## src/rtl/ad7528_pkg.sv

```systemverilog
// ad7528_pkg
//   Shared types and constants for the AD7528 serial attenuation-DAC writer.
//   writer_state_t : transfer FSM states
//   CHAN_* / SEL_* : encodings of the request channel and A/B select bits
//   write_req_t    : latched copy of one write request
package ad7528_pkg;

    typedef enum logic [2:0] {
        IDLE,
        SHIFT_LO,
        SHIFT_HI,
        SELECT,
        STROBE,
        RECOVER
    } writer_state_t;

    localparam logic CHAN_LEFT  = 1'b0;
    localparam logic CHAN_RIGHT = 1'b1;
    localparam logic SEL_A      = 1'b1;
    localparam logic SEL_B      = 1'b0;

    localparam int AD7528_BITS = 8;

    typedef struct packed {
        logic                   chan;
        logic                   sel;
        logic [AD7528_BITS-1:0] data;
    } write_req_t;

endpackage

```

## src/rtl/ad7528_phase_timer.sv

```systemverilog
// ad7528_phase_timer
//   Loadable 8-bit down-counter used to time every phase of a transfer.
//   Loading N makes expire pulse during the N-th cycle after the load edge;
//   penult pulses the cycle before that, which lets the FSM register outputs
//   that must be valid during a phase's final cycle.
// Ports:
//   clk, reset_n : clock, synchronous active-low reset
//   load         : load load_val (takes priority over counting)
//   load_val     : phase length in clk cycles (>= 2)
//   expire       : last cycle of the phase
//   penult       : second-to-last cycle of the phase
module ad7528_phase_timer (
    input  logic       clk,
    input  logic       reset_n,
    input  logic       load,
    input  logic [7:0] load_val,
    output logic       expire,
    output logic       penult
);

    logic [7:0] cnt;

    always_ff @(posedge clk) begin
        if (!reset_n) begin
            cnt <= '0;
        end else if (load) begin
            cnt <= load_val;
        end else if (cnt != 8'd0) begin
            cnt <= cnt - 8'd1;
        end
    end

    // Phases are never shorter than two cycles, so a count of 1 is only
    // present for a single cycle and these are clean one-cycle pulses.
    assign expire = (cnt == 8'd1);
    assign penult = (cnt == 8'd2);

endmodule

```

## src/rtl/ad7528_serial_writer.sv

```systemverilog
// ad7528_serial_writer
//   Serializes one attenuation write (channel, A/B select, 8-bit factor)
//   MSB-first into the far-side shift register, then drives the A/B select
//   on datadac and pulses the chosen chip-select low.
//   Optional feature macro: AD7528_SHADOW_EN adds readback registers of the
//   last factor written to each of the four DAC latches.
// Parameters:
//   CLK_DIV : clk cycles per clkdac half-period / datadac setup (2..255)
//   CS_HOLD : clk cycles the chip-select is held low (2..255)
// Ports:
//   clk, reset_n           : clock, synchronous active-low reset
//   req_valid / req_ready  : request handshake
//   req_chan, req_sel      : target DAC (0 = left) and latch (1 = A)
//   req_data               : attenuation factor
//   done                   : one-cycle completion pulse
//   datadac, clkdac        : serial data and shift clock
//   csdac1n, csdac2n       : left / right latch strobes, active low
//   shadow_*               : (AD7528_SHADOW_EN) programmed-factor readback
module ad7528_serial_writer
    import ad7528_pkg::*;
#(
    parameter int unsigned CLK_DIV = 2,
    parameter int unsigned CS_HOLD = 3
) (
    input  logic                   clk,
    input  logic                   reset_n,
    input  logic                   req_valid,
    output logic                   req_ready,
    input  logic                   req_chan,
    input  logic                   req_sel,
    input  logic [AD7528_BITS-1:0] req_data,
    output logic                   done,
    output logic                   datadac,
    output logic                   clkdac,
    output logic                   csdac1n,
`ifdef AD7528_SHADOW_EN
    output logic                   csdac2n,
    output logic [AD7528_BITS-1:0] shadow_left_a,
    output logic [AD7528_BITS-1:0] shadow_left_b,
    output logic [AD7528_BITS-1:0] shadow_right_a,
    output logic [AD7528_BITS-1:0] shadow_right_b
`else
    output logic                   csdac2n
`endif
);

    localparam logic [7:0] DIV_CYC  = 8'(CLK_DIV);
    localparam logic [7:0] HOLD_CYC = 8'(CS_HOLD);

    writer_state_t          state;
    write_req_t             req_q;
    logic [AD7528_BITS-1:0] shift_q;
    logic [2:0]             bit_cnt;

    logic       accept;
    logic       tmr_load;
    logic [7:0] tmr_val;
    logic       expire;
    logic       penult;

    // req_ready is high in IDLE and in the final RECOVER cycle, so a held
    // request is taken on the done cycle with no idle gap.
    assign accept = req_valid && req_ready;

    always_comb begin
        tmr_load = 1'b0;
        tmr_val  = DIV_CYC;
        if (accept) begin
            tmr_load = 1'b1;
        end else if (expire) begin
            case (state)
                SHIFT_LO, SHIFT_HI, STROBE: tmr_load = 1'b1;
                SELECT: begin
                    tmr_load = 1'b1;
                    tmr_val  = HOLD_CYC;
                end
                default: ;
            endcase
        end
    end

    ad7528_phase_timer u_timer (
        .clk      (clk),
        .reset_n  (reset_n),
        .load     (tmr_load),
        .load_val (tmr_val),
        .expire   (expire),
        .penult   (penult)
    );

    always_ff @(posedge clk) begin
        if (!reset_n) begin
            state     <= IDLE;
            req_q     <= '0;
            shift_q   <= '0;
            bit_cnt   <= '0;
            req_ready <= 1'b1;
            done      <= 1'b0;
            datadac   <= 1'b0;
            clkdac    <= 1'b0;
            csdac1n   <= 1'b1;
            csdac2n   <= 1'b1;
        end else begin
            done <= 1'b0;
            case (state)
                IDLE: ;
                SHIFT_LO: begin
                    if (expire) begin
                        state  <= SHIFT_HI;
                        clkdac <= 1'b1;
                    end
                end
                SHIFT_HI: begin
                    if (expire) begin
                        clkdac <= 1'b0;
                        if (bit_cnt == 3'(AD7528_BITS - 1)) begin
                            state   <= SELECT;
                            datadac <= req_q.sel;
                        end else begin
                            // datadac only moves together with the falling
                            // clkdac, so it is stable for the whole high phase.
                            state   <= SHIFT_LO;
                            bit_cnt <= bit_cnt + 3'd1;
                            datadac <= shift_q[AD7528_BITS-1];
                            shift_q <= shift_q << 1;
                        end
                    end
                end
                SELECT: begin
                    if (expire) begin
                        state <= STROBE;
                        if (req_q.chan == CHAN_RIGHT) csdac2n <= 1'b0;
                        else                          csdac1n <= 1'b0;
                    end
                end
                STROBE: begin
                    if (expire) begin
                        state   <= RECOVER;
                        csdac1n <= 1'b1;
                        csdac2n <= 1'b1;
                    end
                end
                RECOVER: begin
                    // Raise done/ready one cycle early so both are registered
                    // and visible during the final RECOVER cycle.
                    if (penult) begin
                        done      <= 1'b1;
                        req_ready <= 1'b1;
                    end
                    if (expire) begin
                        state   <= IDLE;
                        datadac <= 1'b0;
                    end
                end
                default: state <= IDLE;
            endcase

            // Acceptance overrides the RECOVER exit for back-to-back writes.
            if (accept) begin
                state     <= SHIFT_LO;
                req_q     <= '{chan: req_chan, sel: req_sel, data: req_data};
                datadac   <= req_data[AD7528_BITS-1];
                shift_q   <= req_data << 1;
                bit_cnt   <= '0;
                clkdac    <= 1'b0;
                req_ready <= 1'b0;
            end
        end
    end

`ifdef AD7528_SHADOW_EN
    // Index is {chan, sel}: 0 = left B, 1 = left A, 2 = right B, 3 = right A.
    logic [3:0][AD7528_BITS-1:0] shadow_q;

    always_ff @(posedge clk) begin
        if (!reset_n) begin
            shadow_q <= '0;
        end else if (state == RECOVER && penult) begin
            shadow_q[{req_q.chan, req_q.sel}] <= req_q.data;
        end
    end

    assign shadow_left_b  = shadow_q[0];
    assign shadow_left_a  = shadow_q[1];
    assign shadow_right_b = shadow_q[2];
    assign shadow_right_a = shadow_q[3];
`endif

    always_ff @(posedge clk) begin
        if (reset_n) begin
            assert (CLK_DIV >= 2 && CLK_DIV <= 255 && CS_HOLD >= 2 && CS_HOLD <= 255)
            else $error("ad7528_serial_writer: CLK_DIV and CS_HOLD must be in 2..255");
        end
    end

endmodule

```

## config.mk

```make
export PLATFORM = sky130hd
export DESIGN_NAME = ad7528_serial_writer
export DESIGN_NICKNAME = d
export VERILOG_FILES = /design/src/rtl/ad7528_pkg.sv /design/src/rtl/ad7528_phase_timer.sv /design/src/rtl/ad7528_serial_writer.sv
export SDC_FILE = /design/constraint.sdc
export NUM_CORES = 1
export LEC_CHECK = 0
export ABC_AREA = 1
export BUFFER_PORTS_ARGS = -buffer_cell sky130_fd_sc_hd__buf_2
export CORE_UTILIZATION = 50
export DETAILED_ROUTE_END_ITERATION = 10
export MAX_ROUTING_LAYER = met4
export PLACE_DENSITY_LB_ADDON = 0.25
export SETUP_SLACK_MARGIN = 0.15
export SYNTH_ARGS = -nofsm -noshare
export SYNTH_HDL_FRONTEND = slang
export SYNTH_SLANG_ARGS = --single-unit
```

## constraint.sdc

```tcl
create_clock -name clk -period 1.7 [get_ports clk]
set_clock_uncertainty 0.2 [all_clocks]
set_input_delay 0.255 -clock clk [delete_from_list [all_inputs] [get_ports clk]]
set_output_delay 0.255 -clock clk [all_outputs]
set_load 0.05 [all_outputs]
```

==> metrics.yaml, run 1 <==
status: "complete, but fails checks"
violations: "DRC"
final_cells: 297
worstMarginPinSlew_ns: 0.2729
track_usage_pct: 23.41
wire_per_inst_um: 11.95
dpl.hpwl_um: 2358
setup_viol: 0
cts_tree: "built"
syn_area_mm2: 0.001526
synth_xor_area_share_pct: 2.869
antenna_cells: 0
arrival_ns: 1.56
placedInstanceArea_mm2: 0.001692
synthesis.nets: 238
power.density_mw_per_mm2: 1573
setup_ws_ns: 0.1881
gp_congestion: 0.9175
synth-seq-area-share_pct: 38.03
worstSetupPathType: "reg2reg"
timing.setup.tns_ns: 0
area_growth_pct: 32.79
grt_pass1_vias: 1348
yosysUniqueCellTypes: 23
ys_ff_latch: 29
h-tree-depth: 2
post-place-cells: 273
postSynthCellCount: 220
synth_adder_area_share_pct: 4.098
hold_path.class: "in2reg"
die_area_mm2: 0.003278
grt_max_degree: 12
hold_ws_ns: 0.05913
nNetsFinal: 283
critPathCaptureType: "flip-flop"
yosysTopAreaCell: "dfxtp_1"
cts_root_buffer: "clkbuf_4"
slew_violations: 0
min_period_ns: 1.512
portBuffers: 18
required_ns: 1.74
cts.sinks: 29
static-leakage-power_nw: 0.9416
crit_fanout: 6
finish.instance_area_mm2: 0.002027
drive_above_1_share_pct: 31.95
drtAntennaViolNets: 0
synth_compound_area_share_pct: 9.016
clock_latency_ns: 0.34
max_stage_delay_ns: 0.36
die_x_um: 57.26
total_power_mw: 3.187
path_buf_inv: 0
synth_top_family_by_area: "simple AND/OR/NAND/NOR gates"
cpMaxStageDelayCell: "dfxtp_2"
synth_area_per_cell_um2: 6.938
path_cells: "nor2_4 > nand2_8 > nor2_8 > nand2_4 > nand2_4 > nor2_4 > nor2_1 > nor2_1"
hold_viol: 0
synth_top_area_share_pct: 38.03
initial_utilization_pct: 53.96
drtPass1Iterations: 7
core_region_area_mm2: 0.002829
route.detailed.drc: 4
yosys_warnings: 0
dp_slack_ns: 0.07355
clock_path_buffers: 2
finalCritPeriodShare_pct: 88.93
critical-path-top-delay-family: "simple AND/OR/NAND/NOR gates"
ys_top_cells_by_area: "dfxtp_1 (38%), nand2_1 (15%), nor2_1 (7.1%), nand3_1 (6.2%), a21oi_1 (4.9%)"
fmax_mhz: 661.4
synthMuxAreaShare_pct: 0
final_util_pct: 71.65
drt-vias-per-instance: 5.222
clkTransAtPathRegs_ns: 0.10
vias: 1551
ios: 19
grt_overflow: 0
die_y_um: 57.26
cts_buffers: 5
ir_worst_vdd_v: 0.001275
grt_pass1_wl_um: 5630
cap_violations: 0
num_rows: 19
drt_wl_total_um: 3550
worst_slew_margin_rel_pct: 81.67
rsz0062_at_grt: "yes"
drtIter0Drc: 90
fill_cells: 235
start_kind: "flip-flop"
yosys.area_share.simple_pct: 38.69
antenna_found_initial: 0
[layout make-up]
class | instances | area, um^2 | share of cell area, %
multi-input combinational | 165 | 929.6 | 45.86
sequential | 29 | 589.3 | 29.07
timing repair buffer | 41 | 291.5 | 14.38
inverter | 23 | 88.84 | 4.383
clock buffer | 6 | 51.30 | 2.531
tap | 31 | 38.79 | 1.914
clock inverter | 2 | 37.54 | 1.852
[where the power goes]
part	leakage, nW	internal [mW]	switching [mW]
Sequential	0.239	0.800	0.126
Combinational	0.658	0.698	0.955
Clock	0.0445	0.349	0.259
[cell families (layout without fill, tap and decap cells)]
group | Yosys count | after routing
buf+inv | 27 | 72
xor+xnor | 5 | 5
simple gates | 128 | 129
fa+ha+maj | 5 | 5
flops | 29 | 29
compound gates | 26 | 26
[layout by cell type (no fill, tap or decap), types with 7 or more instances in the layout]
cell | netlist | routed
inv_2 | 4 | 7
a21oi_1 | 15 | 13
inv_1 | 19 | 15
nand3_1 | 19 | 18
dlygate4sd3_1 | 0 | 7
dfxtp_1 | 29 | 22
o21ai_0 | 9 | 7
nand2_1 | 60 | 59
nor2_1 | 29 | 25
buf_4 | 0 | 13
dfxtp_2 | 0 | 7
buf_2 | 2 | 18
[cells in the mapped netlist]
library cell,instances
nor2_2,1
a21oi_1,15
inv_1,19
nor2_8,1
nand2_1,60
dfxtp_1,29
o21ai_0,9
nand2_4,2
xor2_1,3
nand4_1,4
xnor2_1,2
clkbuf_1,1
inv_2,4
nand3_1,19
buf_2,2
nor4_1,1
nand2_2,6
nor2_1,29
nor3_1,2
o21ai_2,2
nor2_4,3
ha_1,5
buf_6,1
[state kept, by name, indices dropped and copies added, names as in the netlist]
| name | count |
|---|---|
| state | 3 |
| csdac1n | 1 |
| req_q | 2 |
| bit_cnt | 3 |
| req_ready | 1 |
| clkdac | 1 |
| u_timer.cnt | 8 |
| done | 1 |
| datadac | 1 |
| shift_q | 7 |
| csdac2n | 1 |
[worst reg2reg max path: stages (launching register included)]
cell and delay [ns]:
dfxtp_2 0.36, nor2_4 0.20, nand2_8 0.09, nor2_8 0.17, nand2_4 0.08, nand2_4 0.11, nor2_4 0.06, nor2_1 0.09
nor2_1 0.05
[final timing paths]
check | startpoint | end | slack (ns) | depth (start not counted)
worst max-delay path | u_timer.cnt[3]$_SDFFE_PN0P_ | u_timer.cnt[0]$_SDFFE_PN0P_ | 0.19 | 8
worst min-delay path | req_data[1] | shift_q[2]$_SDFFE_PN0P_ | 0.06 | 5
worst max register to register | u_timer.cnt[3]$_SDFFE_PN0P_ | u_timer.cnt[0]$_SDFFE_PN0P_ | 0.19 | 8
worst min register to register | csdac2n$_SDFFE_PN1P_ | csdac2n$_SDFFE_PN1P_ | 0.25 | 2
[layer usage]
layer	up-vias	track usage [%]	wire length [um]
met5	-	-	0
met4	0	10.10	80
met3	11	7.256	192
met2	46	36.64	1666
met1	701	27.76	1611
li1	793	-	-
[what timing repair did]
item | 4_1_cts | 5_1_grt
setup buffers | 3 | 5
cloned | 1 | 0
gates resized for setup | 6 | 29
endpoints found under the setup margin | 10 | 21
pin swaps | 4 | 13
hold buffers | 7 | 0
hold endpoints to repair | 6 | 0
Power figures use the tool's default switching activity.
==> run 2, diff against run 1 <==
--- a/config.mk
+++ b/config.mk
@@ -7,11 +7,12 @@
 export LEC_CHECK = 0
 export ABC_AREA = 1
 export BUFFER_PORTS_ARGS = -buffer_cell sky130_fd_sc_hd__buf_2
-export CORE_UTILIZATION = 50
+export CORE_UTILIZATION = 40
 export DETAILED_ROUTE_END_ITERATION = 10
 export MAX_ROUTING_LAYER = met4
 export PLACE_DENSITY_LB_ADDON = 0.25
 export SETUP_SLACK_MARGIN = 0.15
 export SYNTH_ARGS = -nofsm -noshare
 export SYNTH_HDL_FRONTEND = slang
+export SYNTH_HIERARCHICAL = 1
 export SYNTH_SLANG_ARGS = --single-unit
==> constraint.sdc (replaced) <==
create_clock -name clk -period 1.7 [get_ports clk]
set_clock_uncertainty 0.2 [all_clocks]
set_input_delay 0.255 -clock clk [delete_from_list [all_inputs] [get_ports clk]]
set_output_delay 0.255 -clock clk [all_outputs]
set_load 0.02 [all_outputs]
==> metrics.yaml, run 2 <==
drt_wl_total_um: 4679
track_usage_pct: 22.78
syn_area_mm2: 0.001690
drtAntennaViolNets: 0
synth_edf_count: 0
final_cell_mix: "nand2_1 (61), buf_4 (33), nor2_1 (27)"
top_register: "u_timer/cnt"
cap_violations: 0
drive_above_1_share_pct: 46.34
clkTransAtPathRegs_ns: 0.07
yosysMostFrequentCell: "nand2_1"
die_x_um: 67.01
ys_top_cells_by_area: "dfxtp_1 (34%), nand2_1 (17%), nor2_1 (7.8%), a21oi_1 (6.5%), ha_1 (4.4%)"
rsz0062_at_grt: "yes"
cts_root_buffer: "clkbuf_8"
grt_pass1_vias: 1652
antenna_cells: 0
final_common_cell: "nand2_1"
dpl.hpwl_um: 2932
die_area_mm2: 0.004490
synth_area_per_cell_um2: 6.655
postCtsHoldBufs: 0
critPathCaptureType: "flip-flop"
largest_reg_flops: 8
drt-vias-per-instance: 4.899
grt_pass1_wl_um: 7327
start_kind: "flip-flop"
crit_fanout: 5
ios: 19
num_rows: 23
top_regs: "u_timer/cnt (8), shift_q (7)"
core_region_area_mm2: 0.004029
ys_ff_latch: 29
cts_tree: "built"
static-leakage-power_nw: 1.179
grt_max_degree: 22
antenna_found_initial: 0
final_util_pct: 63.45
final_cells: 378
h-tree-depth: 2
vias: 1852
yosysUniqueCellTypes: 27
arrival_ns: 1.95
synth_top_area_share_pct: 34.34
power.density_mw_per_mm2: 882.2
clock_path_buffers: 2
area_growth_pct: 51.22
clock_latency_ns: 0.29
min_period_ns: 1.965
wire_per_inst_um: 12.38
cts_buffers: 5
route.detailed.drc: 0
nNetsFinal: 346
drtPass1Iterations: 4
postSynthCellCount: 254
slew_violations: 0
synth_ff_type: "dfxtp_1"
synthTopCellsByCount: "nand2_1 (75), nor2_1 (35), dfxtp_1 (29), a21oi_1 (22), inv_1 (19)"
worstSetupPathType: "reg2reg"
gp_congestion: 0.8592
finalCritPeriodShare_pct: 115.6
hold_viol: 0
setup_viol: 12
synthArstFlopShare_pct: 0
ir_worst_vdd_v: 0.0006358
hold_path.class: "in2reg"
grt_overflow: 0
required_ns: 1.68
die_y_um: 67.01
violations: "setup timing"
cts.sinks: 29
post-place-cells: 353
setup_ws_ns: -0.2646
fmax_mhz: 509.0
drtIter0Drc: 79
status: "complete, but fails checks"
portBuffers: 18
initial_utilization_pct: 41.96
yosys_warnings: 6
synth-seq-area-share_pct: 34.34
yosysTopAreaCell: "dfxtp_1"
-- run 2: cell types whose count changed after synthesis, moves of 3 or more --
cell and change:
or2_2 +5, nand3_1 -5, xor2_1 -3, nor2_1 +6, nand2_2 -4, nand2_1 +15
a21oi_1 +7, o21ai_0 +5, nand3_2 +7
-- run 2: critical path, stage by stage (launching register included) --
cell	delay, ns
dfxtp_2	0.32
inv_2	0.07
ha_4	0.14
nand2_4	0.05
nor2_4	0.14
inv_2	0.06
buf_4	0.13
buf_6	0.11
buf_6	0.10
buf_6	0.12
nand2_4	0.07
nor2_4	0.04
nor2_2	0.13
nand3_1	0.08
nand2_1	0.06
nor2_1	0.04
-- run 2: cell type report --
class | instances | area (um^2)
inverters | 24 | 97.59
flip-flops and latches | 29 | 588.1
clock inverters | 1 | 5.005
well taps | 50 | 62.56
clock buffers | 7 | 96.34
multi-input cells | 202 | 1202
fillers | 356 | 1473
repair buffers | 65 | 504.2
-- run 2: cells by family (layout without fill, tap and decap cells) --
logic type | after synthesis | count (layout) | share of synthesized area [%]
simple gates | 149 | 150 | 40.86
flops | 29 | 29 | 34.35
compound gates | 39 | 39 | 11.70
fa+ha+maj | 6 | 6 | 4.441
other cells | 2 | 7 | 0.4443
buf+inv | 29 | 97 | 8.216
-- run 2: timing repair --
action | 4_1_cts | 5_1_grt
pin swaps | 12 | 17
setup buffers | 13 | 3
cloned | 1 | 0
endpoints found under the setup margin | 20 | 26
resized for setup | 21 | 49
-- run 2: path summary, 6_finish.rpt --
path                                end  depth (start not counted)  slack, ns                         from
setup reg to reg  state[0]$_SDFFE_PN0P_                         15      -0.26  u_timer/cnt[1]$_SDFFE_PN0P_
hold reg to reg    csdac1n$_SDFFE_PN1P_                          2       0.24         csdac1n$_SDFFE_PN1P_
hold / removal    req_q[8]$_SDFFE_PN0P_                          3       0.02                      req_sel
setup / recovery  state[0]$_SDFFE_PN0P_                         15      -0.26  u_timer/cnt[1]$_SDFFE_PN0P_
-- run 2: power by group --
part	internal, mW	switching, mW	total, mW
Clock	0.366	0.280	0.646
Combinational	0.350	0.456	0.806
Sequential	0.748	0.0549	0.803
-- run 2: metal layers --
metal	share of wire, %	vias up	GRT usage, %	wire [um]
met4	0.90	0	6.915	42
met1	42	855	24.82	1961
met2	54	35	40.13	2526
li1	-	958	-	-
met3	3.2	4	5.822	148
met5	0	-	-	0
-- run 2: through the flow --
step | cell area (um^2) | hold WS, ns | setup WS [ns] | power, mW | TNS [ns]
2_1_floorplan | 1757 | 0.1239 | -0.3063 | 1.241 | -2.259
3_3_place_gp | 2097 | 0.2315 | -0.1652 | 1.465 | -1.182
3_5_place_dp | 2097 | 0.2292 | -0.1921 | 1.473 | -1.409
4_1_cts | 2389 | 0.02331 | -0.2118 | 2.180 | -1.733
5_1_grt | 2556 | 0.05368 | -0.3481 | 2.394 | -3.251
6_report | 2556 | 0.02478 | -0.2646 | 2.255 | -1.955
==> run 3, diff against run 2 <==
--- a/config.mk
+++ b/config.mk
@@ -9,6 +9,7 @@
 export BUFFER_PORTS_ARGS = -buffer_cell sky130_fd_sc_hd__buf_2
 export CORE_UTILIZATION = 40
 export DETAILED_ROUTE_END_ITERATION = 10
+export GPL_TIMING_DRIVEN = 0
 export MAX_ROUTING_LAYER = met4
 export PLACE_DENSITY_LB_ADDON = 0.25
 export SETUP_SLACK_MARGIN = 0.15
==> metrics.yaml, run 3 (synthesized netlist as in run 2, its figures left out) <==
finalCritPeriodShare_pct: 114.5
power.density_mw_per_mm2: 966.7
cpMaxStageDelayCell: "dfxtp_4"
route.met3.wl_um: 172
clkPwrFrac_pct: 30.1
vias: 1668
top_regs: "u_timer/cnt (8), shift_q (7)"
grt_max_degree: 17
path_buf_inv: 3
internal-power_mw: 1.401
antenna_found_initial: 0
h-tree-depth: 2
reg2reg_to: "u_timer/cnt[1]$_SDFFE_PN0P_"
r2r-start: "u_timer/cnt[1]$_SDFFE_PN0P_"
core_region_area_mm2: 0.004029
path_cells: "inv_4 > ha_4 > nand2_4 > nor2_4 > inv_2 > nor2_4 > nor2_2 > nand4_1 > inv_4 > nand2_4 > nor2_4 > nand2_4 > o21ai_2 > nor2_1"
slew_violations: 0
num_rows: 23
hold-path-cell-count: 3
initial_utilization_pct: 41.96
setup_viol: 9
hold_ws_ns: 0.02075
combinationalPowerShare_pct: 31.7
antenna_cells: 0
wl_met2_um: 1788
hold_viol: 0
violations: "setup timing"
rsz0062_at_grt: "yes"
fmax_mhz: 513.8
met1_length_um: 1806
post-place-cells: 327
placedInstanceArea_mm2: 0.001909
clkTransAtPathRegs_ns: 0.06
start_kind: "flip-flop"
switching_share_pct: 34.73
min_to: "shift_q[1]$_SDFFE_PN0P_"
dpl.hpwl_um: 2722
cts_tree: "built"
track_usage_pct: 19.77
gp_congestion: 0.8235
die_y_um: 67.01
cap_violations: 0
cts.sinks: 29
rrSetupSlack_ns: -0.25
final_cells: 351
route.detailed.drc: 0
wire_per_inst_um: 10.97
ios: 19
routed.top_layer: "met4"
min_period_ns: 1.946
hp-start: "req_data[0]"
seq_power_share_pct: 38.3
final_cell_mix: "nand2_1 (71), nor2_1 (30), dfxtp_1 (21)"
grt_pass1_vias: 1412
setup_ws_ns: -0.2465
cts_buffers: 5
arrival_ns: 1.93
drtPass1Iterations: 4
ir_worst_vdd_v: 0.0007164
required_ns: 1.69
crit_fanout: 8
postCtsHoldBufs: 0
die_area_mm2: 0.004490
drive_above_1_share_pct: 32.89
drt_wl_total_um: 3852
status: "complete, but fails checks"
largest_reg_flops: 8
timing.setup.tns_ns: -1.815
drt-vias-per-instance: 4.752
reg2reg_depth: 14
area_growth_pct: 31.38
drtAntennaViolNets: 0
final_common_cell: "nand2_1"
clock_latency_ns: 0.29
cts_root_buffer: "clkbuf_8"
die_x_um: 67.01
portBuffers: 18
finish.instance_area_mm2: 0.002221
worstSetupPathType: "reg2reg"
critical-path-top-delay-family: "simple AND/OR/NAND/NOR gates"
drtIter0Drc: 97
grt_pass1_wl_um: 6410
nNetsFinal: 319
static-leakage-power_nw: 1.022
critPathCaptureType: "flip-flop"
hold_path.class: "in2reg"
grt_overflow: 0
top_register: "u_timer/cnt"
max_stage_delay_ns: 0.36
clock_path_buffers: 2
switchingPower_uw: 745.5
[run 3: area by class of cell]
type                    instances  area, um^2
inverters                      24       100.1
well taps                      50       62.56
repair buffers                 33       206.4
multi-input cells             202        1105
clock buffers                   7       96.34
fillers                       406        1808
clock inverters                 1       5.005
flip-flops and latches         29       598.1
plain buffers                   5       47.55
[run 3: stage by stage]
stage | worst slack (ns) | util [%] | power (mW)
after detailed placement | -0.6608 | 47.39 | 1.355
after CTS | -0.2917 | 52.42 | 2.099
after floorplan | -0.3063 | - | 1.241
after global placement | -0.6815 | 47.39 | 1.349
final | -0.2465 | 55.12 | 2.147
after global routing | -0.3439 | 55.12 | 2.278
[run 3: power groups by stage]
| stage | Combinational [mW] | Clock [mW] | Sequential [mW] |
|---|---|---|---|
| after CTS | 0.616 | 0.670 | 0.812 |
| after floorplan | 0.426 | 0 | 0.815 |
| final | 0.680 | 0.645 | 0.822 |
| after global placement | 0.528 | 0 | 0.822 |
| after detailed placement | 0.532 | 0 | 0.823 |
| after global routing | 0.763 | 0.685 | 0.831 |
[run 3: per-layer routing]
layer | up-vias | track usage (%)
met5 | - | -
met3 | 8 | 4.623
met1 | 727 | 24.87
li1 | 902 | -
met4 | 0 | 9.574
met2 | 31 | 29.38
[run 3: worst max path at each step]
stage | start | slack, ns | depth (start not counted) | to
after floorplan | u_timer/cnt[1]$_SDFFE_PN0P_ | -0.31 | 14 | u_timer/cnt[0]$_SDFFE_PN0P_
after global placement | u_timer/cnt[1]$_SDFFE_PN0P_ | -0.68 | 14 | u_timer/cnt[1]$_SDFFE_PN0P_
after detailed placement | u_timer/cnt[1]$_SDFFE_PN0P_ | -0.66 | 14 | u_timer/cnt[1]$_SDFFE_PN0P_
after CTS | u_timer/cnt[1]$_SDFFE_PN0P_ | -0.29 | 14 | u_timer/cnt[1]$_SDFFE_PN0P_
after global routing | u_timer/cnt[1]$_SDFFE_PN0P_ | -0.34 | 14 | u_timer/cnt[1]$_SDFFE_PN0P_
final | u_timer/cnt[1]$_SDFFE_PN0P_ | -0.25 | 14 | u_timer/cnt[1]$_SDFFE_PN0P_
[run 3: timing repair]
action | CTS | global route
endpoints found under the setup margin | 22 | 24
setup buffers | 7 | 8
cloned | 1 | 0
resized for setup | 13 | 17
pin swaps | 7 | 16
[run 3: worst min-delay path, stage by stage]
cell,delay (ns)
buf_2,0.10
nand2_1,0.06
a21oi_1,0.06
